--- src/rtl/inst_sram_responder_pkg.sv ---
`default_nettype none
// +----------------------------------------------------------------------------+
// | Module   : inst_sram_responder_pkg                                         |
// | Purpose  : Shared constants and the response-entry type for the            |
// |            instruction-side SRAM-like responder.                           |
// | Ports    : none (package)                                                  |
// | Revision : 1.0  initial release                                            |
// +----------------------------------------------------------------------------+
package inst_sram_responder_pkg;

  // Access size encodings on inst_sram_size. The responder itself ignores
  // size because the master pre-aligns wstrb/wdata; kept for masters/benches.
  localparam logic [1:0] SRAM_SIZE_B = 2'd0;
  localparam logic [1:0] SRAM_SIZE_H = 2'd1;
  localparam logic [1:0] SRAM_SIZE_W = 2'd2;

  // Width of one in-flight response entry {valid, is_wr, data}.
  localparam int RESP_ENTRY_WD = 34;

  typedef struct packed {
    logic        valid;
    logic        is_wr;
    logic [31:0] data;
  } resp_entry_t;

endpackage
`default_nettype wire

--- src/rtl/inst_sram_responder_resp_delay_line.sv ---
`default_nettype none
// +----------------------------------------------------------------------------+
// | Module   : inst_sram_responder_resp_delay_line                             |
// | Purpose  : DEPTH-stage shift pipeline of response entries. Only the valid  |
// |            bits are reset; payload flops are free-running.                 |
// | Ports    : clk, reset (async, active-high)                                 |
// |            in_entry  - entry entering stage 0                              |
// |            out_entry - entry leaving the last stage (in_entry if DEPTH=0)  |
// | Revision : 1.0  initial release                                            |
// +----------------------------------------------------------------------------+
module inst_sram_responder_resp_delay_line
  import inst_sram_responder_pkg::*;
#(
  parameter int DEPTH = 1
) (
  input  logic        clk,
  input  logic        reset,
  input  resp_entry_t in_entry,
  output resp_entry_t out_entry
);

  generate
    if (DEPTH == 0) begin : g_bypass
      // No extra delay: the caller's own register stage sets the latency.
      logic unused_clk_rst;
      assign unused_clk_rst = clk ^ reset;
      assign out_entry      = in_entry;
    end else begin : g_pipe
      logic [DEPTH-1:0] valid_q, valid_d;
      logic [DEPTH-1:0] is_wr_q, is_wr_d;
      logic [31:0]      data_q [DEPTH];
      logic [31:0]      data_d [DEPTH];

      always_comb begin
        valid_d[0] = in_entry.valid;
        is_wr_d[0] = in_entry.is_wr;
        data_d[0]  = in_entry.data;
        for (int k = 1; k < DEPTH; k++) begin
          valid_d[k] = valid_q[k-1];
          is_wr_d[k] = is_wr_q[k-1];
          data_d[k]  = data_q[k-1];
        end
      end

      always_ff @(posedge clk or posedge reset) begin
        if (reset) begin
          valid_q <= '0;
        end else begin
          valid_q <= valid_d;
        end
      end

      always_ff @(posedge clk) begin
        is_wr_q <= is_wr_d;
        data_q  <= data_d;
      end

      always_comb begin
        out_entry.valid = valid_q[DEPTH-1];
        out_entry.is_wr = is_wr_q[DEPTH-1];
        out_entry.data  = data_q[DEPTH-1];
      end
    end
  endgenerate

endmodule
`default_nettype wire

--- src/rtl/inst_sram_responder.sv ---
`default_nettype none
// +----------------------------------------------------------------------------+
// | Module   : inst_sram_responder                                             |
// | Purpose  : Responder end of the instruction-side SRAM-like bus. Accepts    |
// |            address handshakes, issues them to a synchronous backing        |
// |            memory in the same cycle and returns one in-order data_ok per   |
// |            accepted request 1+RESP_DELAY cycles later.                     |
// | Ports    : clk, reset (async, active-high)                                 |
// |            inst_sram_*  - SRAM-like slave interface (req/addr_ok/data_ok)  |
// |            stall        - forces addr_ok low                               |
// |            mem_*        - synchronous backing memory (1-cycle read)        |
// | Revision : 1.0  initial release                                            |
// +----------------------------------------------------------------------------+
module inst_sram_responder
  import inst_sram_responder_pkg::*;
#(
  parameter int ADDR_W     = 14,
  parameter int RESP_DELAY = 0,
  parameter int MAX_OUTS   = 2
) (
  input  logic              clk,
  input  logic              reset,
  input  logic              inst_sram_req,
  input  logic              inst_sram_wr,
  input  logic [1:0]        inst_sram_size,
  input  logic [31:0]       inst_sram_addr,
  input  logic [3:0]        inst_sram_wstrb,
  input  logic [31:0]       inst_sram_wdata,
  output logic              inst_sram_addr_ok,
  output logic              inst_sram_data_ok,
  output logic [31:0]       inst_sram_rdata,
  input  logic              stall,
  output logic              mem_en,
  output logic [3:0]        mem_we,
  output logic [ADDR_W-1:0] mem_addr,
  output logic [31:0]       mem_wdata,
  input  logic [31:0]       mem_rdata
);

  // Counter wide enough for MAX_OUTS up to 4.
  localparam int CNT_W = 3;

  logic             accept;
  logic [CNT_W-1:0] cnt_q, cnt_d;
  logic             issue_valid_q, issue_valid_d;
  logic             issue_wr_q, issue_wr_d;
  resp_entry_t      head_entry;
  resp_entry_t      tail_entry;

  // Size and the byte-offset/upper address bits play no part in a
  // word-organised memory access.
  logic unused_inputs;
  assign unused_inputs = ^{inst_sram_size, inst_sram_addr[31:ADDR_W+2],
                           inst_sram_addr[1:0]};

  always_comb begin
    // Compared against the registered count, so a slot freed by data_ok is
    // reusable only from the following cycle. Held low while in reset.
    inst_sram_addr_ok = inst_sram_req && !stall && !reset &&
                        (cnt_q < CNT_W'(MAX_OUTS));
    accept            = inst_sram_req && inst_sram_addr_ok;

    mem_en    = accept;
    mem_we    = (accept && inst_sram_wr) ? inst_sram_wstrb : 4'b0000;
    mem_addr  = inst_sram_addr[ADDR_W+1:2];
    mem_wdata = inst_sram_wdata;

    issue_valid_d = accept;
    issue_wr_d    = inst_sram_wr;

    // One cycle after issue the memory output is valid; writes answer 0.
    head_entry.valid = issue_valid_q;
    head_entry.is_wr = issue_wr_q;
    head_entry.data  = issue_wr_q ? 32'h0 : mem_rdata;

    inst_sram_data_ok = tail_entry.valid;
    inst_sram_rdata   = tail_entry.valid ? tail_entry.data : 32'h0;

    cnt_d = cnt_q + CNT_W'(accept) - CNT_W'(inst_sram_data_ok);
  end

  always_ff @(posedge clk or posedge reset) begin
    if (reset) begin
      cnt_q         <= '0;
      issue_valid_q <= 1'b0;
      issue_wr_q    <= 1'b0;
    end else begin
      cnt_q         <= cnt_d;
      issue_valid_q <= issue_valid_d;
      issue_wr_q    <= issue_wr_d;
    end
  end

  inst_sram_responder_resp_delay_line #(
    .DEPTH (RESP_DELAY)
  ) u_delay (
    .clk       (clk),
    .reset     (reset),
    .in_entry  (head_entry),
    .out_entry (tail_entry)
  );

endmodule
`default_nettype wire

--- config.mk ---
export PLATFORM = sky130hd
export DESIGN_NAME = inst_sram_responder
export DESIGN_NICKNAME = d
export VERILOG_FILES = /design/src/rtl/inst_sram_responder_pkg.sv /design/src/rtl/inst_sram_responder_resp_delay_line.sv /design/src/rtl/inst_sram_responder.sv
export SDC_FILE = /design/constraint.sdc
export NUM_CORES = 1
export LEC_CHECK = 0
export BUFFER_PORTS_ARGS = -buffer_cell sky130_fd_sc_hd__clkbuf_2
export CELL_PAD_IN_SITES_DETAIL_PLACEMENT = 0
export CELL_PAD_IN_SITES_GLOBAL_PLACEMENT = 2
export CORE_UTILIZATION = 11
export DETAILED_ROUTE_END_ITERATION = 16
export MAX_ROUTING_LAYER = met4
export PLACE_DENSITY_LB_ADDON = 0.1
export SLEW_MARGIN = 5
export SYNTH_ARGS = -nofsm -noshare
export SYNTH_HDL_FRONTEND = slang
export SYNTH_HIERARCHICAL = 1
export SYNTH_SLANG_ARGS = --single-unit
--- constraint.sdc ---
create_clock -name clk -period 1.7 [get_ports clk]
set_input_delay 0.255 -clock clk [delete_from_list [all_inputs] [get_ports clk]]
set_output_delay 0.255 -clock clk [all_outputs]
set_load 0.05 [all_outputs]
==> flow_metrics.env <==
export IMPL_final_seq_area_sq_um=125.1
export IMPL_outcome="finished clean"
export IMPL_numCtsBuffers=3
export IMPL_grt_max_degree=34
export IMPL_port_buffers=79
export IMPL_drc=0
export IMPL_cts_buffer_depth=2
export IMPL_grt_busiest_layer="met2"
export IMPL_grt_pass1_wl_mm=4.802
export IMPL_combPwrFrac=0.161
export IMPL_crit_type="reg2out"
export IMPL_finalMaxSlewViolations=0
export IMPL_dp_cells=316
export IMPL_postSynthAreaPerCell_sq_um=7.614
export IMPL_relSlewSlack=0.8049
export IMPL_io_pins=192
export IMPL_globalRoute_totalOverflow=0
export IMPL_wl_per_cell_um=9.584
export IMPL_clock_fmax_mhz=614.0
export IMPL_first_iter_violations=6
export IMPL_synth_fp_nets=287
export IMPL_grt_use_total=0.04953
export IMPL_start_util=0.1149
export IMPL_hold_viol_final=0
export IMPL_met1_usage=0.05875
export IMPL_drv_cap=0
export IMPL_netlist_area_sq_mm=0.001340
export IMPL_cts_hold_buf=0
export IMPL_worstMarginPinSlew_ns=0.2939
export IMPL_ant_nets=0
export IMPL_fin_area_sq_mm=0.001493
export IMPL_layoutNonFillerInstCount=320
export IMPL_rsz0062_at_grt="false"
export IMPL_antennaDiodeCount=0
export IMPL_dr_pass1_iters=4
export IMPL_crit_chain="inv_2 -> ha_4 -> nand3b_4 -> nor3_2 -> buf_6"
export IMPL_die_w_um=112.4
export IMPL_vias=935
export IMPL_intPower_uw=489.0
export IMPL_syn_inst=176
export IMPL_multi_input_area_sq_um=615.6
export IMPL_fin_skew_ns=0.0003925
export IMPL_first_global_vias=933
export IMPL_critPathCaptureType="output pin"
export IMPL_clkTransAtPathRegs_ns=0.03
export IMPL_setup_viol=0
export IMPL_die_h_um=112.4
export IMPL_fill_cells=1362
export IMPL_finalCritPeriodShare=0.9581
export IMPL_slowest_delay_ns=0.36
export IMPL_worstSkewPairLatency_ns=0.23
export IMPL_cts_root_buf="clkbuf_16"
export IMPL_rows=39
export IMPL_cts_tree="yes"
export IMPL_yosysWarnings=6
export IMPL_placed_area_sq_mm=0.001329
export IMPL_use_met3=0.005940
export IMPL_fin_nets=289
export IMPL_powerDensity_mw_per_mm2=403.9
export IMPL_pwr_share_seq=0.202
export IMPL_gp_congestion=0.5875
export IMPL_crit_arrival_ns=1.37
export IMPL_drive_gt1_frac=0.7119
export IMPL_areaGrowthSynthToFinish_pct=11.39
export IMPL_vdd_drop_max_uv=347.8
export IMPL_p_sw_frac=0.1888
export IMPL_grt_use_met2=0.07950
export IMPL_required_ns=1.44
export IMPL_hold_ws_ns=0.08036
export IMPL_routed_wl_mm=3.067
export IMPL_clkPwrFrac=0.637
export IMPL_antenna_found_initial=0
export IMPL_startpoint_type="flop"
export IMPL_switching_power_uw=113.8
export IMPL_min_period_ns=1.629
export IMPL_path_max_fanout=6
export IMPL_vias_per_cell=2.922
export IMPL_cts_sinks=5
export IMPL_die_area_sq_mm=0.01263
export IMPL_leakage_uw=0.0007706
export IMPL_core_area_sq_mm=0.01166
export IMPL_hp_class="in2async"
export IMPL_htree_levels=1
export IMPL_dp_hpwl_mm=2.282
export IMPL_critPathSlowestCell="dfrtp_1"
-- layer usage --
layer | part of all wire | up-vias
li1 | - | 447
met3 | 0.094 | 24
met1 | 0.44 | 400
met2 | 0.43 | 64
met4 | 0.032 | 0
met5 | 0 | -
-- per-stage QoR --
step | worst slack (ns) | utilization | TNS, ns | total power (uW)
finish | 0.07129 | 0.1280 | 0 | 602.8
global route | 0.002389 | 0.1280 | 0 | 638.1
CTS | -0.01516 | 0.1239 | -0.03926 | 613.2
detailed placement | 0.06549 | 0.1139 | 0 | 221.3
global placement | 0.06089 | 0.1139 | 0 | 220.9
floorplan | -0.3835 | - | -1.946 | 505.5
-- area by class of cell --
type / instances / area share
multi-input combinational: 80 / 0.4124
timing repair buffer: 82 / 0.3160
tap: 143 / 0.1199
sequential: 5 / 0.08382
clock buffer: 4 / 0.05281
inverter: 6 / 0.01509
-- worst max-delay path: cells and delay by family (launching register included) --
kind                     cells  cell delay (ns)
buffers and inverters        2             0.28
adder cells (fa/ha/maj)      1             0.14
AND/OR/NAND/NOR              2             0.37
flip-flops                   1             0.36
-- flip-flops by register name, indices dropped and copies added, names as in the netlist --
name,cells
issue_wr_q,1
issue_valid_q,1
cnt_q,3
-- path summary, 6_finish.rpt --
path                                    from         end  slack, ns  cells after the start
min in group clk                inst_sram_wr  issue_wr_q       0.21                      1
worst max-delay path                cnt_q[1]   mem_we[2]       0.07                      5
max in group asynchronous              reset    cnt_q[1]       1.44                      2
worst max register to register      cnt_q[1]    cnt_q[1]       0.12                      6
worst min-delay path                   reset  issue_wr_q       0.08                      2
worst min register to register      cnt_q[2]    cnt_q[2]       0.65                      3
-- power groups by stage --
| stage | registers (uW) | logic, uW | clock network, uW |
|---|---|---|---|
| 6_report | 122 | 97.0 | 384 |
| 5_1_grt | 122 | 112 | 404 |
| 4_1_cts | 122 | 99.1 | 392 |
| 3_5_place_dp | 123 | 97.9 | 0 |
| 3_3_place_gp | 123 | 97.6 | 0 |
| 2_1_floorplan | 123 | 382 | 0 |
-- timing repair --
action / CTS / global route
pin swaps: 1 / 2
resized for setup: 10 / 16
setup endpoints to repair: 5 / 38
buffers inserted: 0 / 0
-- placed cells by master (no fill, tap or decap) --
| cell | count |
|---|---|
| fa_1 | 1 |
| nor2_4 | 1 |
| nand3b_4 | 1 |
| inv_1 | 4 |
| nor3_2 | 3 |
| buf_6 | 4 |
| clkbuf_16 | 3 |
| inv_2 | 2 |
| buf_2 | 1 |
| buf_4 | 1 |
| clkbuf_1 | 1 |
| buf_12 | 1 |
| clkbuf_2 | 73 |
| nand2_1 | 4 |
| clkbuf_8 | 1 |
| dfrtp_1 | 5 |
| xnor2_1 | 1 |
| ha_4 | 1 |
| nor2b_1 | 32 |
| nor2_1 | 1 |
| nor3_4 | 1 |
| ha_1 | 2 |
| and2_2 | 32 |
| buf_8 | 1 |
Note: power is estimated with default switching activity, not from simulation.
